--- src/rtl/stack_op_sequencer.sv ---
// stack_op_sequencer: expands stack instructions into per-cycle stack/ALU actions and tracks stack depth.
// Optional STACK_SEQ_STICKY_ERR_EN: the first rejected instruction halts acceptance until rst.
module stack_op_sequencer #(
    parameter int DEPTH = 16,
    parameter int DW    = 16
) (
    input  logic                       clk,
    input  logic                       rst,
    input  logic                       instr_valid,
    output logic                       instr_ready,
    input  logic [3:0]                 opcode,
    input  logic [DW-1:0]              imm,
    input  logic [DW-1:0]              top,
    input  logic [DW-1:0]              alu_result,
    output logic [DW-1:0]              in_val,
    output logic [3:0]                 stack_action,
    output logic [2:0]                 alu_code,
    output logic [$clog2(DEPTH+1)-1:0] depth,
    output logic                       done,
    output logic                       err,
    output logic [1:0]                 err_code
);
    localparam int AW = $clog2(DEPTH + 1);
    localparam logic [3:0] OP_NOP = 4'd0, OP_PUSHI = 4'd1, OP_POP = 4'd2, OP_ALU = 4'd3, OP_DUP = 4'd4;
    localparam logic [3:0] ACT_NOP = 4'd0, ACT_PUSH = 4'd1, ACT_POP = 4'd2;
    localparam logic [1:0] E_NONE = 2'd0, E_UNDER = 2'd1, E_OVER = 2'd2, E_ILLEGAL = 2'd3;
    localparam logic [AW:0] ONE = (AW+1)'(1), TWO = (AW+1)'(2), FULL = (AW+1)'(DEPTH);

    typedef enum logic [2:0] {IDLE, ALU_CAP, ALU_POP1, ALU_POP2, ALU_PUSH, DUP_CAP, DUP_PUSH} state_t;

    state_t        state, state_nxt;
    logic [DW-1:0] res, res_nxt, in_val_nxt;
    logic [3:0]    action_nxt;
    logic [2:0]    alu_code_nxt;
    logic [AW:0]   eff_depth;
    logic [1:0]    rej_code, err_code_nxt;
    logic          accept, go, reject, halt_nxt, ready_nxt, done_nxt;

    // Depth as it will be once the action driven this cycle lands on the stack.
    assign eff_depth = {1'b0, depth} + (AW+1)'(stack_action == ACT_PUSH) - (AW+1)'(stack_action == ACT_POP);
    assign accept    = instr_valid && instr_ready;
    assign rej_code  = opcode > OP_DUP ? E_ILLEGAL
                     : (((opcode == OP_POP || opcode == OP_DUP) && eff_depth < ONE) ||
                        (opcode == OP_ALU && eff_depth < TWO)) ? E_UNDER
                     : ((opcode == OP_PUSHI || opcode == OP_DUP) && eff_depth >= FULL) ? E_OVER
                     : E_NONE;
    assign reject    = accept && rej_code != E_NONE;
    assign go        = accept && rej_code == E_NONE;

`ifdef STACK_SEQ_STICKY_ERR_EN
    logic halt;
    always_ff @(posedge clk) halt <= rst ? 1'b0 : halt | reject;
    assign halt_nxt = halt | reject;
`else
    assign halt_nxt = 1'b0;
`endif

    always_ff @(posedge clk) begin
        if (rst) begin
            state        <= IDLE;
            res          <= '0;
            in_val       <= '0;
            stack_action <= ACT_NOP;
            alu_code     <= '0;
            depth        <= '0;
            done         <= 1'b0;
            err          <= 1'b0;
            err_code     <= E_NONE;
            instr_ready  <= 1'b1;
        end else begin
            state        <= state_nxt;
            res          <= res_nxt;
            in_val       <= in_val_nxt;
            stack_action <= action_nxt;
            alu_code     <= alu_code_nxt;
            depth        <= eff_depth[AW-1:0];
            done         <= done_nxt;
            err          <= reject;
            err_code     <= err_code_nxt;
            instr_ready  <= ready_nxt;
        end
    end

    // Final states (ALU_PUSH, DUP_PUSH) accept the next instruction like IDLE does.
    always_comb begin
        state_nxt = state;
        case (state)
            ALU_CAP:  state_nxt = ALU_POP1;
            ALU_POP1: state_nxt = ALU_POP2;
            ALU_POP2: state_nxt = ALU_PUSH;
            DUP_CAP:  state_nxt = DUP_PUSH;
            default:  state_nxt = !go ? IDLE : opcode == OP_ALU ? ALU_CAP : opcode == OP_DUP ? DUP_CAP : IDLE;
        endcase
    end

    always_comb begin
        res_nxt      = state == ALU_CAP ? alu_result : state == DUP_CAP ? top : res;
        action_nxt   = (state_nxt == ALU_POP1 || state_nxt == ALU_POP2) ? ACT_POP
                     : (state_nxt == ALU_PUSH || state_nxt == DUP_PUSH) ? ACT_PUSH
                     : (go && opcode == OP_PUSHI) ? ACT_PUSH
                     : (go && opcode == OP_POP) ? ACT_POP
                     : ACT_NOP;
        in_val_nxt   = (state_nxt == ALU_PUSH || state_nxt == DUP_PUSH) ? res_nxt
                     : (go && opcode == OP_PUSHI) ? imm
                     : in_val;
        done_nxt     = state_nxt == ALU_PUSH || state_nxt == DUP_PUSH || (go && opcode <= OP_POP);
        alu_code_nxt = (go && opcode == OP_ALU) ? imm[2:0] : alu_code;
        err_code_nxt = reject ? rej_code : err_code;
        ready_nxt    = !halt_nxt && (state_nxt == IDLE || state_nxt == ALU_PUSH || state_nxt == DUP_PUSH);
    end
endmodule

--- config.mk ---
export PLATFORM = sky130hd
export DESIGN_NAME = stack_op_sequencer
export DESIGN_NICKNAME = d
export VERILOG_FILES = /design/src/rtl/stack_op_sequencer.sv
export SDC_FILE = /design/constraint.sdc
export NUM_CORES = 1
export LEC_CHECK = 0
export ABC_CLOCK_PERIOD_IN_PS = 4510
export CORE_ASPECT_RATIO = 0.75
export CORE_MARGIN = 3
export CORE_UTILIZATION = 50
export DETAILED_ROUTE_END_ITERATION = 12
export GPL_ROUTABILITY_DRIVEN = 1
export PLACE_DENSITY = 0.92
export REMOVE_ABC_BUFFERS = 1
export SLEW_MARGIN = 20
export SYNTH_ARGS = -nofsm -noshare
export SYNTH_HDL_FRONTEND = slang
export SYNTH_SLANG_ARGS = --single-unit
--- constraint.sdc ---
create_clock -name clk -period 4.51 [get_ports clk]
set_input_delay 0.902 -clock clk [delete_from_list [all_inputs] [get_ports clk]]
set_output_delay 0.902 -clock clk [all_outputs]
set_load 0.005 [all_outputs]
==> summary.md <==
| Metric | Value |
|---|---|
| Adder-Cell Fraction of Synth Area | `3.51%` |
| Initial DRC count | `186` |
| Internal | `837 uW` |
| Worst Path Buf+Inv | `3` |
| Kind of critical path | `reg2reg` |
| Dpl hpwl | `5370 um` |
| Post-synthesis mux area share | `7.02%` |
| Cell row count | `22` |
| Levels on crit path | `12` |
| Inserted Diodes | `0` |
| First-pass GRT wire length | `12000 um` |
| Overall routing resource usage | `22.6%` |
| Startpoint Class | `flip-flop` |
| Io pins | `88` |
| RePlAce Congestion | `0.833` |
| Fillers | `391` |
| Post-Synth Simple-Gate Area | `19.1%` |
| Avg WL per Cell | `16.3 um` |
| Final nets | `442` |
| Post-Synthesis Cell Area | `0.00271 mm2` |
| Static Leakage | `1.37 nW` |
| Post-CTS Setup Bufs | `0` |
| Worst Path Required | `4.75 ns` |
| Final Max Tran Viols | `0` |
| Drt via density | `5.92` |
| CP Capture Type | `flip-flop` |
| Total wire length | `7380 um` |
| Synth Register Bits | `50` |
| CTS sink cnt | `50` |
| Synth warnings | `0` |
| Switching Share | `31.7%` |
| CTS clk-pin slew, worst paths | `0.09 ns` |
| Sequential Power Share | `40.8%` |
| Cells on Worst Hold Path | `2` |
| PortBufs | `85` |
| Final Power | `1.22 mW` |
| Status | `finished clean` |
| Clock insertion delay at the later pin of the skew report | `0.31 ns` |
| Logic gate share of total power | `33.4%` |
| RSZ-0062 raised after global routing | `no` |
| Layout cells sized above 1 | `5.25%` |
| H-tree depth | `2` |
| Hold slack final | `0.477 ns` |
| Footprint of the multi-input gates | `0.00153 mm2` |
| Final setup margin | `1.22 ns` |
| Max Cap Viol | `0` |
| Sequential area share after synthesis | `36.9%` |
| Vias | `2682` |
| Crit path top cell by count | `inv_1` |
| Part of the cycle the worst path needs | `72.9%` |
| Core footprint | `0.00506 mm2` |
| Max rail drop VDD | `0.165 mV` |
| Synth Flop Type | `dfxtp_1` |
| Post-synthesis cell type count | `53` |
| Total global routing overflow | `0` |
| DIE HEIGHT | `69.8 um` |
| Vias in the first global route | `2535` |
| Post-synthesis compound-gate area fraction | `24.6%` |
| Clock power share | `25.9%` |
| Max incr delay on CP | `0.74 ns` |
| Post-CTS sizing | `0` |
| Cell family with most CP delay | `compound AO/OA/AOI/OAI gates` |
| Crit path DAT | `3.53 ns` |
| DRT Pass-1 Iters | `5` |
| Setup TNS | `0 ns` |
| Final Critical Period | `3.29 ns` |
| Die area | `0.00635 mm2` |
| R2R depth | `12` |
| Sequential Area | `0.00100 mm2` |
| CP max-delay cell | `a31o_1` |
| Syn Inst Count | `313` |
| PD cells | `337 mW/mm2` |
| Worst path cell trace | `inv_1 -> ha_1 -> inv_1 -> ha_1 -> inv_1 -> fa_1 -> nand2b_1 -> a21oi_2 -> xnor2_2 -> a31o_1 -> and4bb_4 -> mux2i_1` |
| Layout area overhead | `34.3%` |
| Fmax | `304 MHz` |
| Initial antenna violation count | `0` |
| TritonCTS clock tree | `built` |
| Critical-path maximum fanout | `26` |
| Routed Antenna Nets | `0` |
| Hold WC Path Type | `reg2reg` |
| EDFF count, synth | `0` |
| Most common cell after layout, fill and taps aside | `clkdlybuf4s50_1` |
| Die Wd | `91.0 um` |
| Most frequent cells in the layout | `clkdlybuf4s50_1, dfxtp_1, nor2_1` |
| Setup-failing EPs final | `0` |
| Psw | `388 uW` |
| Post-route DRC | `0` |
| Clock Skew | `0.00682 ns` |
| Final core utilization | `71.8%` |
| Normalized max-slew margin | `27.5%` |
| Initial Utilization | `53.5%` |
| Fraction of synthesized cell area in xor and xnor cells | `1.57%` |
| Max Root-Sink Buffers | `2` |
| CTS Hold Bufs | `0` |
| Worst-margin pin slew | `1.08 ns` |
| Main combinational cell family by area after synthesis | `compound AO/OA/AOI/OAI gates` |
| Hold Fails Final Rpt | `0` |
| Dpl ws | `1.26 ns` |
| Pin count of the biggest net entering global routing | `30` |
| CTS buffer count | `5` |
| Avg Cell Area, Syn | `8.66 um2` |
| FFs w/ async S/R, synth | `0%` |
| Root Driver | `clkbuf_8` |
-- cells in the mapped netlist (all sizes together), types with 3 or more instances --
cell    count  area, um2
dfxtp      50       1000
nand2       9       33.8
clkbuf     19       71.3
a21oi      24        124
nand2b      6       37.5
nor2       48        180
buf        11       87.6
a211oi     16        120
mux2i      19        190
and2        3       22.5
nor3        3       15.0
nand3      20        100
o22ai      17        106
ha          6       75.1
o311a      16        160
inv         8       30.0
-- metrics by stage --
step                std cells  area (um2)
CTS                       453        3640
finish                    453        3640
detailed placement        445        3530
global route              453        3640
global placement          445        3530
floorplan                 284        2550
-- final cells by class --
type | instances | area share, %
Timing Repair Buffer | 89 | 24.2
Clock inverter | 1 | 0.825
Sequential cell | 50 | 27.5
Tap cell | 72 | 2.48
Inverter | 9 | 0.928
Multi-Input combinational cell | 225 | 42.0
Clock buffer | 7 | 2.10
-- cell families after synthesis --
| family | Yosys count |
|---|---|
| adder cells (fa/ha/maj) | 7 |
| AND/OR/NAND/NOR | 103 |
| XOR/XNOR | 4 |
| flip-flops | 50 |
| buffers and inverters | 39 |
| multiplexers | 19 |
| other | 1 |
| AO/OA/AOI/OAI | 90 |
-- final timing paths --
kind | from | end | slack, ns
worst max register to register | stack_action[0] | alu_code[1] | 1.22
worst max-delay path | stack_action[0] | alu_code[1] | 1.22
worst min register to register | alu_code[0] | alu_code[0] | 0.48
worst min-delay path | alu_code[0] | alu_code[0] | 0.48
-- layer usage --
| metal | up-vias | wire (um) | track usage (%) |
|---|---|---|---|
| li1 | 1277 | - | - |
| met1 | 1234 | 3170 | 29.6 |
| met2 | 157 | 3430 | 37.4 |
| met3 | 14 | 682 | 5.21 |
| met4 | 0 | 89 | 6.35 |
| met5 | - | 0 | 0 |
-- registers in the layout, summed over array words and instances, names as in the netlist, 2 cells and up --
name and count:
depth 5, res 16, in_val 16, state 3, err_code 2, alu_code 3, stack_action 2
-- power groups by stage --
| stage | combinational [mW] | clock [mW] | sequential (mW) |
|---|---|---|---|
| 2_1_floorplan | 0.251 | 0 | 0.507 |
| 3_3_place_gp | 0.389 | 0 | 0.507 |
| 3_5_place_dp | 0.405 | 0 | 0.509 |
| 4_1_cts | 0.407 | 0.313 | 0.499 |
| 5_1_grt | 0.441 | 0.331 | 0.504 |
| 6_report | 0.409 | 0.317 | 0.499 |
-- worst min-delay path: stages (launching register included) --
cell     delay [ns]
dfxtp_1        0.32
nand2_1        0.06
mux2i_1        0.06
Power figures use the tool's default switching activity.
